### src/rtl/rotate_scheduler_if.sv
// Request/result bundle for the shared rotator.
// Requester side is master, scheduler is slave.
interface rotate_scheduler_if #(
  parameter int N = 3,
  parameter int R = 4
);
  localparam int W  = 2**N;
  localparam int IW = (R > 1) ? $clog2(R) : 1;

  logic [R-1:0]   req_valid;
  logic [R-1:0]   req_ready;
  logic [R*W-1:0] req_data;
  logic [R*N-1:0] req_amt;
  logic [R-1:0]   req_dir;
  logic           out_valid;
  logic           out_ready;
  logic [W-1:0]   out_data;
  logic [IW-1:0]  out_id;
  logic           busy;

  modport master (
    output req_valid, req_data, req_amt,
    output req_dir, out_ready,
    input  req_ready, out_valid, out_data,
    input  out_id, busy
  );

  modport slave (
    input  req_valid, req_data, req_amt,
    input  req_dir, out_ready,
    output req_ready, out_valid, out_data,
    output out_id, busy
  );
endinterface

### src/rtl/rotate_scheduler.sv
// Round-robin scheduler sharing one rotator.
// One transaction in flight: IDLE -> EXEC -> HOLD.
module rotate_scheduler #(
  parameter int N = 3,
  parameter int R = 4
) (
  input logic               clk,
  input logic               reset,
  rotate_scheduler_if.slave bus
);
  localparam int W  = 2**N;
  localparam int IW = $clog2(R);

  typedef enum logic [1:0] {
    IDLE,
    EXEC,
    HOLD
  } state_t;

  state_t          state, state_nx;
  logic [IW-1:0]   last_grant;
  logic [IW-1:0]   gnt;
  logic            gnt_vld;
  logic            accept;
  logic [W-1:0]    op_data;
  logic [N-1:0]    op_amt;
  logic            op_dir;
  logic [IW-1:0]   op_id;
  logic [N-1:0]    k;
  logic [2*W-1:0]  dbl;
  logic [W-1:0]    rot;

  // Round-robin search starting after last grant
  always_comb begin
    gnt     = '0;
    gnt_vld = 1'b0;
    for (int i = 0; i < R; i++) begin
      if (!gnt_vld &&
          bus.req_valid[(int'(last_grant) + 1 + i) % R]) begin
        gnt     = IW'((int'(last_grant) + 1 + i) % R);
        gnt_vld = 1'b1;
      end
    end
  end

  // Left rotate is a right rotate by the negated amount
  assign k   = op_dir ? (~op_amt + N'(1)) : op_amt;
  assign dbl = {op_data, op_data} >> k;
  assign rot = dbl[W-1:0];

  assign bus.busy = (state != IDLE);

  // Next state and grant strobe
  always_comb begin
    state_nx      = state;
    bus.req_ready = '0;
    accept        = 1'b0;
    unique case (state)
      IDLE: begin
        if (gnt_vld && !reset) begin
          bus.req_ready[gnt] = 1'b1;
          accept             = 1'b1;
          state_nx           = EXEC;
        end
      end
      EXEC: state_nx = HOLD;
      HOLD: if (bus.out_ready) state_nx = IDLE;
      default: state_nx = IDLE;
    endcase
  end

  // State register
  always_ff @(posedge clk) begin
    if (reset) state <= IDLE;
    else       state <= state_nx;
  end

  // Operand capture, result register, grant pointer
  always_ff @(posedge clk) begin
    if (reset) begin
      last_grant    <= IW'(R - 1);
      op_data       <= '0;
      op_amt        <= '0;
      op_dir        <= 1'b0;
      op_id         <= '0;
      bus.out_valid <= 1'b0;
      bus.out_data  <= '0;
      bus.out_id    <= '0;
    end else begin
      if (accept) begin
        op_data    <= bus.req_data[int'(gnt)*W +: W];
        op_amt     <= bus.req_amt[int'(gnt)*N +: N];
        op_dir     <= bus.req_dir[gnt];
        op_id      <= gnt;
        last_grant <= gnt;
      end
      if (state == EXEC) begin
        bus.out_data  <= rot;
        bus.out_id    <= op_id;
        bus.out_valid <= 1'b1;
      end else if (state == HOLD && bus.out_ready) begin
        bus.out_valid <= 1'b0;
      end
    end
  end
endmodule
### src/flat_wrapper.sv
// flat-port wrapper written by rule: the top's interface ports become plain ports
module rotate_scheduler_flat 
#(
  parameter int N = 3,
  parameter int R = 4
)
  (clk, reset, bus_req_valid, bus_req_data, bus_req_amt, bus_req_dir, bus_out_ready, bus_req_ready, bus_out_valid, bus_out_data, bus_out_id, bus_busy);
  rotate_scheduler_if #(.N(N), .R(R)) bus_i ();
  input logic clk;
  input logic reset;
  input wire logic [$bits(bus_i.req_valid)-1:0] bus_req_valid;
  input wire logic [$bits(bus_i.req_data)-1:0] bus_req_data;
  input wire logic [$bits(bus_i.req_amt)-1:0] bus_req_amt;
  input wire logic [$bits(bus_i.req_dir)-1:0] bus_req_dir;
  input wire logic [$bits(bus_i.out_ready)-1:0] bus_out_ready;
  output wire logic [$bits(bus_i.req_ready)-1:0] bus_req_ready;
  output wire logic [$bits(bus_i.out_valid)-1:0] bus_out_valid;
  output wire logic [$bits(bus_i.out_data)-1:0] bus_out_data;
  output wire logic [$bits(bus_i.out_id)-1:0] bus_out_id;
  output wire logic [$bits(bus_i.busy)-1:0] bus_busy;
  assign bus_i.req_valid = bus_req_valid;
  assign bus_i.req_data = bus_req_data;
  assign bus_i.req_amt = bus_req_amt;
  assign bus_i.req_dir = bus_req_dir;
  assign bus_i.out_ready = bus_out_ready;
  assign bus_req_ready = bus_i.req_ready;
  assign bus_out_valid = bus_i.out_valid;
  assign bus_out_data = bus_i.out_data;
  assign bus_out_id = bus_i.out_id;
  assign bus_busy = bus_i.busy;
  rotate_scheduler #(.N(N), .R(R)) u_core (.clk(clk), .reset(reset), .bus(bus_i));
endmodule
### config.mk
export PLATFORM = sky130hd
export DESIGN_NAME = rotate_scheduler_flat
export DESIGN_NICKNAME = d
export VERILOG_FILES = /design/src/rtl/rotate_scheduler_if.sv /design/src/rtl/rotate_scheduler.sv /design/src/flat_wrapper.sv
export SDC_FILE = /design/constraint.sdc
export NUM_CORES = 1
export LEC_CHECK = 0
export BUFFER_PORTS_ARGS = -buffer_cell sky130_fd_sc_hd__buf_2
export CAP_MARGIN = 20
export CORE_MARGIN = 10
export CORE_UTILIZATION = 50
export CTS_BUF_LIST = sky130_fd_sc_hd__clkbuf_16
export CTS_CLUSTER_SIZE = 24
export DETAILED_ROUTE_END_ITERATION = 8
export MAX_ROUTING_LAYER = met4
export PLACE_DENSITY = 0.83
export SYNTH_ARGS = -nofsm -noshare
export SYNTH_HDL_FRONTEND = slang
export SYNTH_SLANG_ARGS = --single-unit
### constraint.sdc
create_clock -name clk -period 3.85 [get_ports clk]
set_input_delay 0.1925 -clock clk [delete_from_list [all_inputs] [get_ports clk]]
set_output_delay 0.1925 -clock clk [all_outputs]
set_load 0.01 [all_outputs]
# == Word-level counts from Yosys, hierarchy flattened ==
# Index checks and enable logic that the tools add are counted.
# Widths: inputs -> output; s select.
# totals
register_bits,29
latchBits,0
ramBits,0
mem_bits_ro,0
output_inout_bits,16
word_cells,85
mem_count,0
# classes
add_sub_neg,5
n_mul,1
div_mod_pow,0
n_lt_le_gt_ge,6
eq_ne,4
n_shift,3
muxes,34
bitwise_logic,5
reduce_logical,18
# op_table
op,count
$add 32x3->32 const B,2
$add 32x2->32 const B,1
$shiftx 12x32->3,1
$shiftx 32x6->8,1
$mux 1,18
$lt 3x4->1 const B,4
$shr 16x3->8,1
$mux 2,6
$bmux 1 s2,5
$mux 4,2
$reduce_or 2->1,4
$logic_and 1x1->1,6
$pmux 2 s3,1
$logic_not 1->1,4
$mul 2x2->4 const B,1
$reduce_bool 2->1,2
$add 2x1->3 const B,1
$add 3x1->3 const B,1
$and 1x1->1,3
$lt 2x3->1 const B,1
$mux 3,1
$not 3->3,1
$demux 1 s2,1
$eq 2x1->1 const B,1
other kinds (7),7

# == Longest topological paths before layout ==
# Gate-level depths: netlist of run 1.
# depth
word_depth,22
mapped_depth,8
depth_no_buf,7

# == Worst setup path before layout of run 1 ==
# OpenSTA, ideal clock, no wires.
# synth_timing
path_type,register to register
from,register u_core.op_amt[0]
to,register u_core.bus.out_data[4]
setup_time_ns,0.131
arrival_time_ns,1.803
path_slack_ns,1.915
path_stages_with_launch,9
synth_period_minus_slack_ns,1.935
path_cell_list,dfxtp_1 inv_2 ha_1 nand2b_1 xnor2_1 or3b_2 clkbuf_1 o22ai_1 nor3_1
# synth_via
elab_chain_cells,4
# synth_lines
item,line,rtl
start: declaration,rotate_scheduler.sv:26,logic [N-1:0] op_amt;
start signal: assignment,rotate_scheduler.sv:92,op_amt <= bus.req_amt[int'(gnt)*N +: N];
$not 3->3,rotate_scheduler.sv:47,assign k = op_dir ? (~op_amt + N'(1)) : op_amt;
$add 3x1->3,rotate_scheduler.sv:47,
$mux 3 (*),rotate_scheduler.sv:47,
$shr 16x3->8 (*),rotate_scheduler.sv:48,"assign dbl = {op_data, op_data} >> k;"
end signal: assignment,rotate_scheduler.sv:98,bus.out_data <= rot;
end: declaration,rotate_scheduler_if.sv:31,"output req_ready, out_valid, out_data,"
# Mark *: on every way between the ends. The rest lies on a longest branch, timed or not.
# A chain may end at the register's enable or synchronous reset.

# == Worst setup path in the final report of run 1 ==
# layout_timing
from,register u_core.last_grant[0]
to,output port bus_req_ready[3]
# layout_via
elab_chain_cells,20
word_cells_on_any_way,38
# layout_lines
item,line,rtl
start: declaration,rotate_scheduler.sv:21,logic [IW-1:0] last_grant;
start signal: assignment,rotate_scheduler.sv:81,last_grant <= IW'(R - 1);
start signal: assignment,rotate_scheduler.sv:95,last_grant <= gnt;
$add 2x1->3 (*),"rotate_scheduler.sv:39, rotate_scheduler.sv:40",
branches (longest 17 deep; another with $add 32x2->32),--,
$mux 4 (*),rotate_scheduler.sv:60,if (gnt_vld && !reset) begin
$mux 4 (*),rotate_scheduler.sv:58,unique case (state)
end: declaration,flat_wrapper.sv:16,output wire logic [$bits(bus_i.req_ready)-1:0] bus_req_ready;
# Every way passes the cells marked *. The select of a mux whose other input is x is not followed.

==> metrics.md, run 1 <==
| Metric | Value |
|---|---|
| Gpl congestion | `0.887` |
| Tmin final | `2400 ps` |
| Clk Latency, worst-skew pair | `270 ps` |
| Cell Rows | `22` |
| DRT iter0 DRCs | `78` |
| GRT overflow | `0` |
| Drt total wl | `5.20 mm` |
| Clock Tree Buf Depth | `2` |
| Slew headroom | `33.5%` |
| Final HPWL DP | `4.13 mm` |
| PwrDens | `470 nW/µm²` |
| DRC | `0` |
| Net Sw Frac | `32.6%` |
| Worst Setup Path Type | `flop to output port` |
| CTS Hold Bufs | `0` |
| Switching power | `362 µW` |
| Critical Path RT | `3660 ps` |
| WP buf/inv | `1` |
| Seq pwr share | `34.6%` |
| Initial antenna violation count | `0` |
| Die extent in y | `81.0 µm` |
| Crit-path max cell delay | `790 ps` |
| DRT Pass-1 Iters | `4` |
| NumNets Final | `335` |
| HP Class | `input port to flop` |
| Area occupied by multi-input gates | `1200 µm²` |
| Int Power | `749 µW` |
| Worst setup EP type | `output port` |
| Final Max Tran Viols | `0` |
| FFs w/ async S/R, synth | `0%` |
| Max cap viols | `0` |
| Hold WS | `146 ps` |
| Distinct cells, synth | `44` |
| Largest net degree at the start of global routing | `20` |
| Num ports | `71` |
| Root Driver | `clkbuf_16` |
| Post-CTS Setup Bufs | `0` |
| CTS sink cnt | `29` |
| Total via count in the routed design | `1831` |
| Sequential area share after synthesis | `31.2%` |
| CP Cell Sequence | `nand2b_1, a21oi_1, nor3_4, nor2_1, buf_2` |
| P&R area growth vs syn | `26.9%` |
| Top delay family on crit path | `simple AND/OR/NAND/NOR gates` |
| Cells after Synth | `213` |
| Clk pwr share | `32.6%` |
| GRT Total Usage | `16.0%` |
| Cts bufs inserted | `5` |
| Routed Antenna Nets | `0` |
| Ant diodes | `0` |
| Input/output buffers | `70` |
| Core area | `3630 µm²` |
| Final Cycle Share | `62.4%` |
| Top FF cell, synth | `dfxtp_1` |
| Peak VDD IR | `0.233 mV` |
| Ys Warns | `0` |
| Slew at the pin with the worst max-slew slack | `997 ps` |
| Clock slew at reported path FFs | `50 ps` |
| Die width | `81.0 µm` |
| Status | `finished, final reports clean` |
| Starting Density | `51.3%` |
| WP data arrival | `2210 ps` |
| Layout fillers | `343` |
| Crit Path Max Fanout | `16` |
| Register bit total from synthesis | `29` |
| Routed len/inst | `15.8 µm` |
| Die area | `6570 µm²` |
| H-tree levels | `2` |
| Post-Syn Area | `1860 µm²` |
| Setup Viol. Count Final | `0` |
| Post-cts repair resize count | `0` |
| Clock skew | `7.96 ps` |
| Fraction of final layout cells sized beyond drive strength 1 | `37.1%` |
| Final TNS setup | `0 ps` |
| RSZ-0062 raised after global routing | `no` |
| Vias per cell | `5.58` |
| First-pass GRT wire length | `8.25 mm` |
| Critical Path Start Type | `flop` |
| Slowest stage cell, crit path | `nor3_4` |
| Syn_nets | `269` |
| Average size of a mapped cell | `8.75 µm²` |
| TritonCTS clock tree | `done` |
| Cell area after layout | `2360 µm²` |
| Final hold violations | `0` |
| Post-synth EDFFs | `0` |
| FMAX | `0.416 GHz` |
| Lkg Pwr | `1.18 nW` |
| DP Area | `2230 µm²` |
| Vias in the first global route | `1908` |
| FF/Latch Area | `581 µm²` |
| Comb power frac | `32.8%` |
[sequential cells by signal, summed over array words and instances, names as in the netlist]
name	cells
u_core.bus.out_id	2
u_core.op_amt	3
u_core.op_dir	1
u_core.bus.out_valid	1
u_core.state	2
u_core.op_data	8
u_core.op_id	2
u_core.last_grant	2
u_core.bus.out_data	8
[kinds of logic after synthesis]
logic type | share of synthesized area (%)
mux | 17.9
flops | 31.2
xor+xnor | 0.470
compound gates | 24.5
buf+inv | 4.57
fa+ha+maj | 0.671
simple gates | 20.8
[through the flow]
| stage | worst slack (ps) | power [mW] | instances | util (%) |
|---|---|---|---|---|
| after floorplan | 1920 | 0.657 | 213 | - |
| after global placement | 1790 | 0.738 | 320 | 61.3 |
| after detailed placement | 1690 | 0.751 | 320 | 61.3 |
| after CTS | 1470 | 1.11 | 328 | 65.1 |
| after global routing | 1320 | 1.17 | 328 | 65.1 |
| final | 1450 | 1.11 | 328 | 65.1 |
[layer usage]
layer  GRT usage (%)  up-vias  wire (µm)
met3            3.97        9        329
met1            17.3      835       2190
li1                -      927          -
met5               -        -          0
met4            7.09        0        102
met2            27.1       60       2580
[area by class of cell]
type                    count  area share (%)
well taps                  48            2.54
inverters                   4           0.635
clock buffers               5            5.29
clock inverters             3           0.582
flip-flops and latches     29            24.6
multi-input cells         166            50.6
repair buffers             73            15.8
[cell usage after synthesis, types with 4 or more instances]
master / n / area (µm²)
clkbuf_1: 9 / 33.8
nand4_1: 10 / 62.6
nor2_1: 26 / 97.6
a21bo_2: 9 / 90.1
mux2i_1: 31 / 310
dfxtp_1: 29 / 581
o21ai_0: 4 / 20.0
o31ai_1: 10 / 75.1
nand2_1: 16 / 60.1
nor3_1: 10 / 50.1
o211ai_2: 8 / 100
o22ai_1: 8 / 50.1
[worst register-to-register path, delay by kind of cell (launching register included)]
| kind | cells | cell delay (ps) |
|---|---|---|
| muxes | 1 | 340 |
| AOI/OAI and AO/OA | 2 | 370 |
| DFF | 1 | 390 |
| and+or+nand+nor | 2 | 960 |
[power groups by stage]
stage	logic (mW)	registers [mW]	clock network, mW
floorplan	0.268	0.389	0
global placement	0.350	0.387	0
detailed placement	0.360	0.390	0
CTS	0.365	0.385	0.365
global route	0.400	0.391	0.379
finish	0.364	0.385	0.362
[placed cells by master (no fill, tap or decap), types with 2 or more instances in the layout]
cell,count
nand4_1,10
nand3_1,2
nor3_1,10
mux2i_1,31
a211oi_1,2
nor2_1,26
clkinv_2,2
nor2b_1,2
nand2_1,16
o211ai_2,8
a21oi_1,3
o21ai_0,4
nand2b_1,3
a21bo_2,9
buf_2,70
inv_1,4
o31ai_1,10
o22ai_1,8
o211ai_1,2
buf_4,3
clkbuf_16,5
dfxtp_1,29
o221ai_1,2
[worst paths after layout]
path                                           start                 to  slack (ps)  cells after the start
worst max-delay path            u_core.last_grant[0]   bus_req_ready[3]        1450                      5
worst min-delay path                bus_req_data[15]  u_core.op_data[7]         150                      3
worst max register to register  u_core.last_grant[0]  u_core.op_data[3]        1660                      5
worst min register to register       u_core.op_id[1]    u_core.op_id[1]         450                      2
No activity file was read; power rests on OpenSTA's default activity.
==> inputs of run 2 (changes only) <==
--- a/config.mk
+++ b/config.mk
@@ -8,12 +8,12 @@
 export BUFFER_PORTS_ARGS = -buffer_cell sky130_fd_sc_hd__buf_2
 export CAP_MARGIN = 20
 export CORE_MARGIN = 10
-export CORE_UTILIZATION = 50
+export CORE_UTILIZATION = 49
 export CTS_BUF_LIST = sky130_fd_sc_hd__clkbuf_16
 export CTS_CLUSTER_SIZE = 24
 export DETAILED_ROUTE_END_ITERATION = 8
 export MAX_ROUTING_LAYER = met4
-export PLACE_DENSITY = 0.83
+export PLACE_DENSITY = 0.82
 export SYNTH_ARGS = -nofsm -noshare
 export SYNTH_HDL_FRONTEND = slang
 export SYNTH_SLANG_ARGS = --single-unit
==> constraint.sdc (replaced) <==
create_clock -name clk -period 2.4 [get_ports clk]
set_input_delay 0.12 -clock clk [delete_from_list [all_inputs] [get_ports clk]]
set_output_delay 0.12 -clock clk [all_outputs]
set_load 0.01 [all_outputs]
==> run 2 against run 1 <==
  * Combinational power increased by 62%
  * Worst hold slack got worse by 51 ps
  * Final area increased by 0.90%
  * Critical path type is now flop to flop
  * Largest power group unchanged
  * Highest routed layer unchanged
==> metrics.md, run 2 (synthesis results as in run 1) <==
| Metric | Value |
|---|---|
| H-tree levels | `2 (unchanged)` |
| Fin util | `65.2% (was 65.1%)` |
| Gpl congestion | `0.872 (was 0.887)` |
| HP Class | `input port to flop (unchanged)` |
| Met3 Use GR | `3.82% (was 3.97%)` |
| Crit Path Max Fanout | `8 (was 16)` |
| Final TNS setup | `0 ps (unchanged)` |
| Clock Tree Buf Depth | `2 (unchanged)` |
| Input/output buffers | `70 (unchanged)` |
| Num ports | `71 (unchanged)` |
| Peak VDD IR | `0.362 mV (was 0.233 mV)` |
| WP data arrival | `2260 ps (was 2210 ps)` |
| Vias in the first global route | `1866 (was 1908)` |
| First-pass GRT wire length | `8.07 mm (was 8.25 mm)` |
| Layout fillers | `319 (was 343)` |
| Ant diodes | `0 (unchanged)` |
| Total via count in the routed design | `1839 (was 1831)` |
| Lkg Pwr | `1.19 nW (was 1.18 nW)` |
| Routed Antenna Nets | `0 (unchanged)` |
| Most common cell after layout, fill and taps aside | `buf_2 (unchanged)` |
| Post-CTS Setup Bufs | `0 (unchanged)` |
| GRT met2 Usage | `25.8% (was 27.1%)` |
| Die area | `6670 µm² (was 6570 µm²)` |
| Hold WS | `94.7 ps (was 146 ps)` |
| GRT overflow | `0 (unchanged)` |
| Critical Path RT | `2550 ps (was 3660 ps)` |
| CTS sink cnt | `29 (unchanged)` |
| Worst setup EP type | `flop (was output port)` |
| Drt total wl | `4.93 mm (was 5.20 mm)` |
| Die width | `81.7 µm (was 81.0 µm)` |
| Clk Latency, worst-skew pair | `270 ps (about the same)` |
| Total chip power | `1.78 mW (was 1.11 mW)` |
| DRT Pass-1 Iters | `4 (unchanged)` |
| Starting Density | `50.9% (was 51.3%)` |
| Top Registers | `u_core.bus.out_data x8, u_core.op_data x8, u_core.op_amt x3 (unchanged)` |
| Final hold violations | `0 (unchanged)` |
| Most Crowded Layer GR | `met2 (unchanged)` |
| Cells after DPL | `323 (was 320)` |
| Initial antenna violation count | `0 (unchanged)` |
| NumNets Final | `338 (was 335)` |
| Worst Setup Path Type | `flop to flop (was flop to output port)` |
| Vias per cell | `5.56 (was 5.58)` |
| FMAX | `0.473 GHz` |
| P&R area growth vs syn | `28.1% (was 26.9%)` |
| PwrDens | `747 nW/µm² (was 470 nW/µm²)` |
| Largest net degree at the start of global routing | `20 (unchanged)` |
| Post-cts repair resize count | `0 (unchanged)` |
| Critical Path Start Type | `flop (unchanged)` |
| Status | `finished, final reports clean (unchanged)` |
| Routed len/inst | `14.9 µm (was 15.8 µm)` |
| Fraction of final layout cells sized beyond drive strength 1 | `37.5% (was 37.1%)` |
| Setup Viol. Count Final | `0 (unchanged)` |
| M1 GR Usage | `17.2% (was 17.3%)` |
| TritonCTS clock tree | `done (unchanged)` |
| CTS Hold Bufs | `0 (unchanged)` |
| Die extent in y | `81.7 µm (was 81.0 µm)` |
| Slew at the pin with the worst max-slew slack | `912 ps (was 997 ps)` |
| Final HPWL DP | `3.97 mm (was 4.13 mm)` |
| Clock slew at reported path FFs | `50 ps (about the same)` |
| RSZ-0062 raised after global routing | `no (unchanged)` |
| Commonest non-fill, non-tap cells in the layout | `buf_2 (70), mux2i_1 (31), dfxtp_1 (29) (unchanged)` |
| Fin cells | `331 (was 328)` |
| Final Cycle Share | `88.0%` |
| Root Driver | `clkbuf_16 (unchanged)` |
| Slew headroom | `38.8% (was 33.5%)` |
| Final Max Tran Viols | `0 (unchanged)` |
| Clock skew | `4.65 ps (was 7.96 ps)` |
| Core area | `3660 µm² (was 3630 µm²)` |
| Cts bufs inserted | `5 (unchanged)` |
| Tmin final | `2110 ps` |
| GRT Total Usage | `15.8% (was 16.0%)` |
| DRT iter0 DRCs | `86 (was 78)` |
| Cell Rows | `22 (unchanged)` |
| DRC | `0 (unchanged)` |
| Max cap viols | `0 (unchanged)` |
run 2: changes by cell type in the layout (fill, tap and decap cells not counted):
cell and delta:
buf_4 +3, inv_1 -1, clkinv_1 +2, clkinv_2 -1
run 2: layout make-up:
type	instances	area (µm²)	share of cell area [%]
Clock inverter	3	12.5	0.524
Clock buffer	5	125	5.24
Timing Repair Buffer	76	395	16.6
Sequential cell	29	581	24.3
Inverter	4	15.0	0.629
Tap cell	48	60.1	2.52
Multi-Input combinational cell	166	1200	50.2
run 2: layer usage:
layer / vias up / wire length (µm)
met3: 11 / 298
met2: 63 / 2390
met5: - / 0
li1: 931 / -
met1: 834 / 2100
met4: 0 / 140
run 2: metrics by stage:
stage | setup slack, ps | cell area, µm²
floorplan | 465 | 1860
global placement | 449 | 2250
detailed placement | 328 | 2250
CTS | 291 | 2390
global route | 176 | 2390
finish | 287 | 2390
run 2: final timing paths:
path                         start                      to  slack (ps)  depth (start not counted)
setup / recovery  u_core.op_amt[0]  u_core.bus.out_data[3]         290                          7
hold / removal    bus_req_data[15]       u_core.op_data[7]          90                          3
setup reg to reg  u_core.op_amt[0]  u_core.bus.out_data[3]         290                          7
hold reg to reg    u_core.op_id[1]         u_core.op_id[1]         470                          2
run 2: power breakdown:
| group | internal, mW | total, mW | leakage [nW] | switching, mW |
|---|---|---|---|---|
| logic | 0.275 | 0.590 | 0.879 | 0.315 |
| registers | 0.557 | 0.616 | 0.239 | 0.0584 |
| clock network | 0.373 | 0.575 | 0.0687 | 0.203 |
run 2: critical path, stage by stage, from the launching register on:
cell and delay (ps):
dfxtp_1 400, inv_2 130, ha_1 340, mux2i_4 360
mux2i_1 330, mux2i_1 150, o22ai_1 210, nor3_1 70
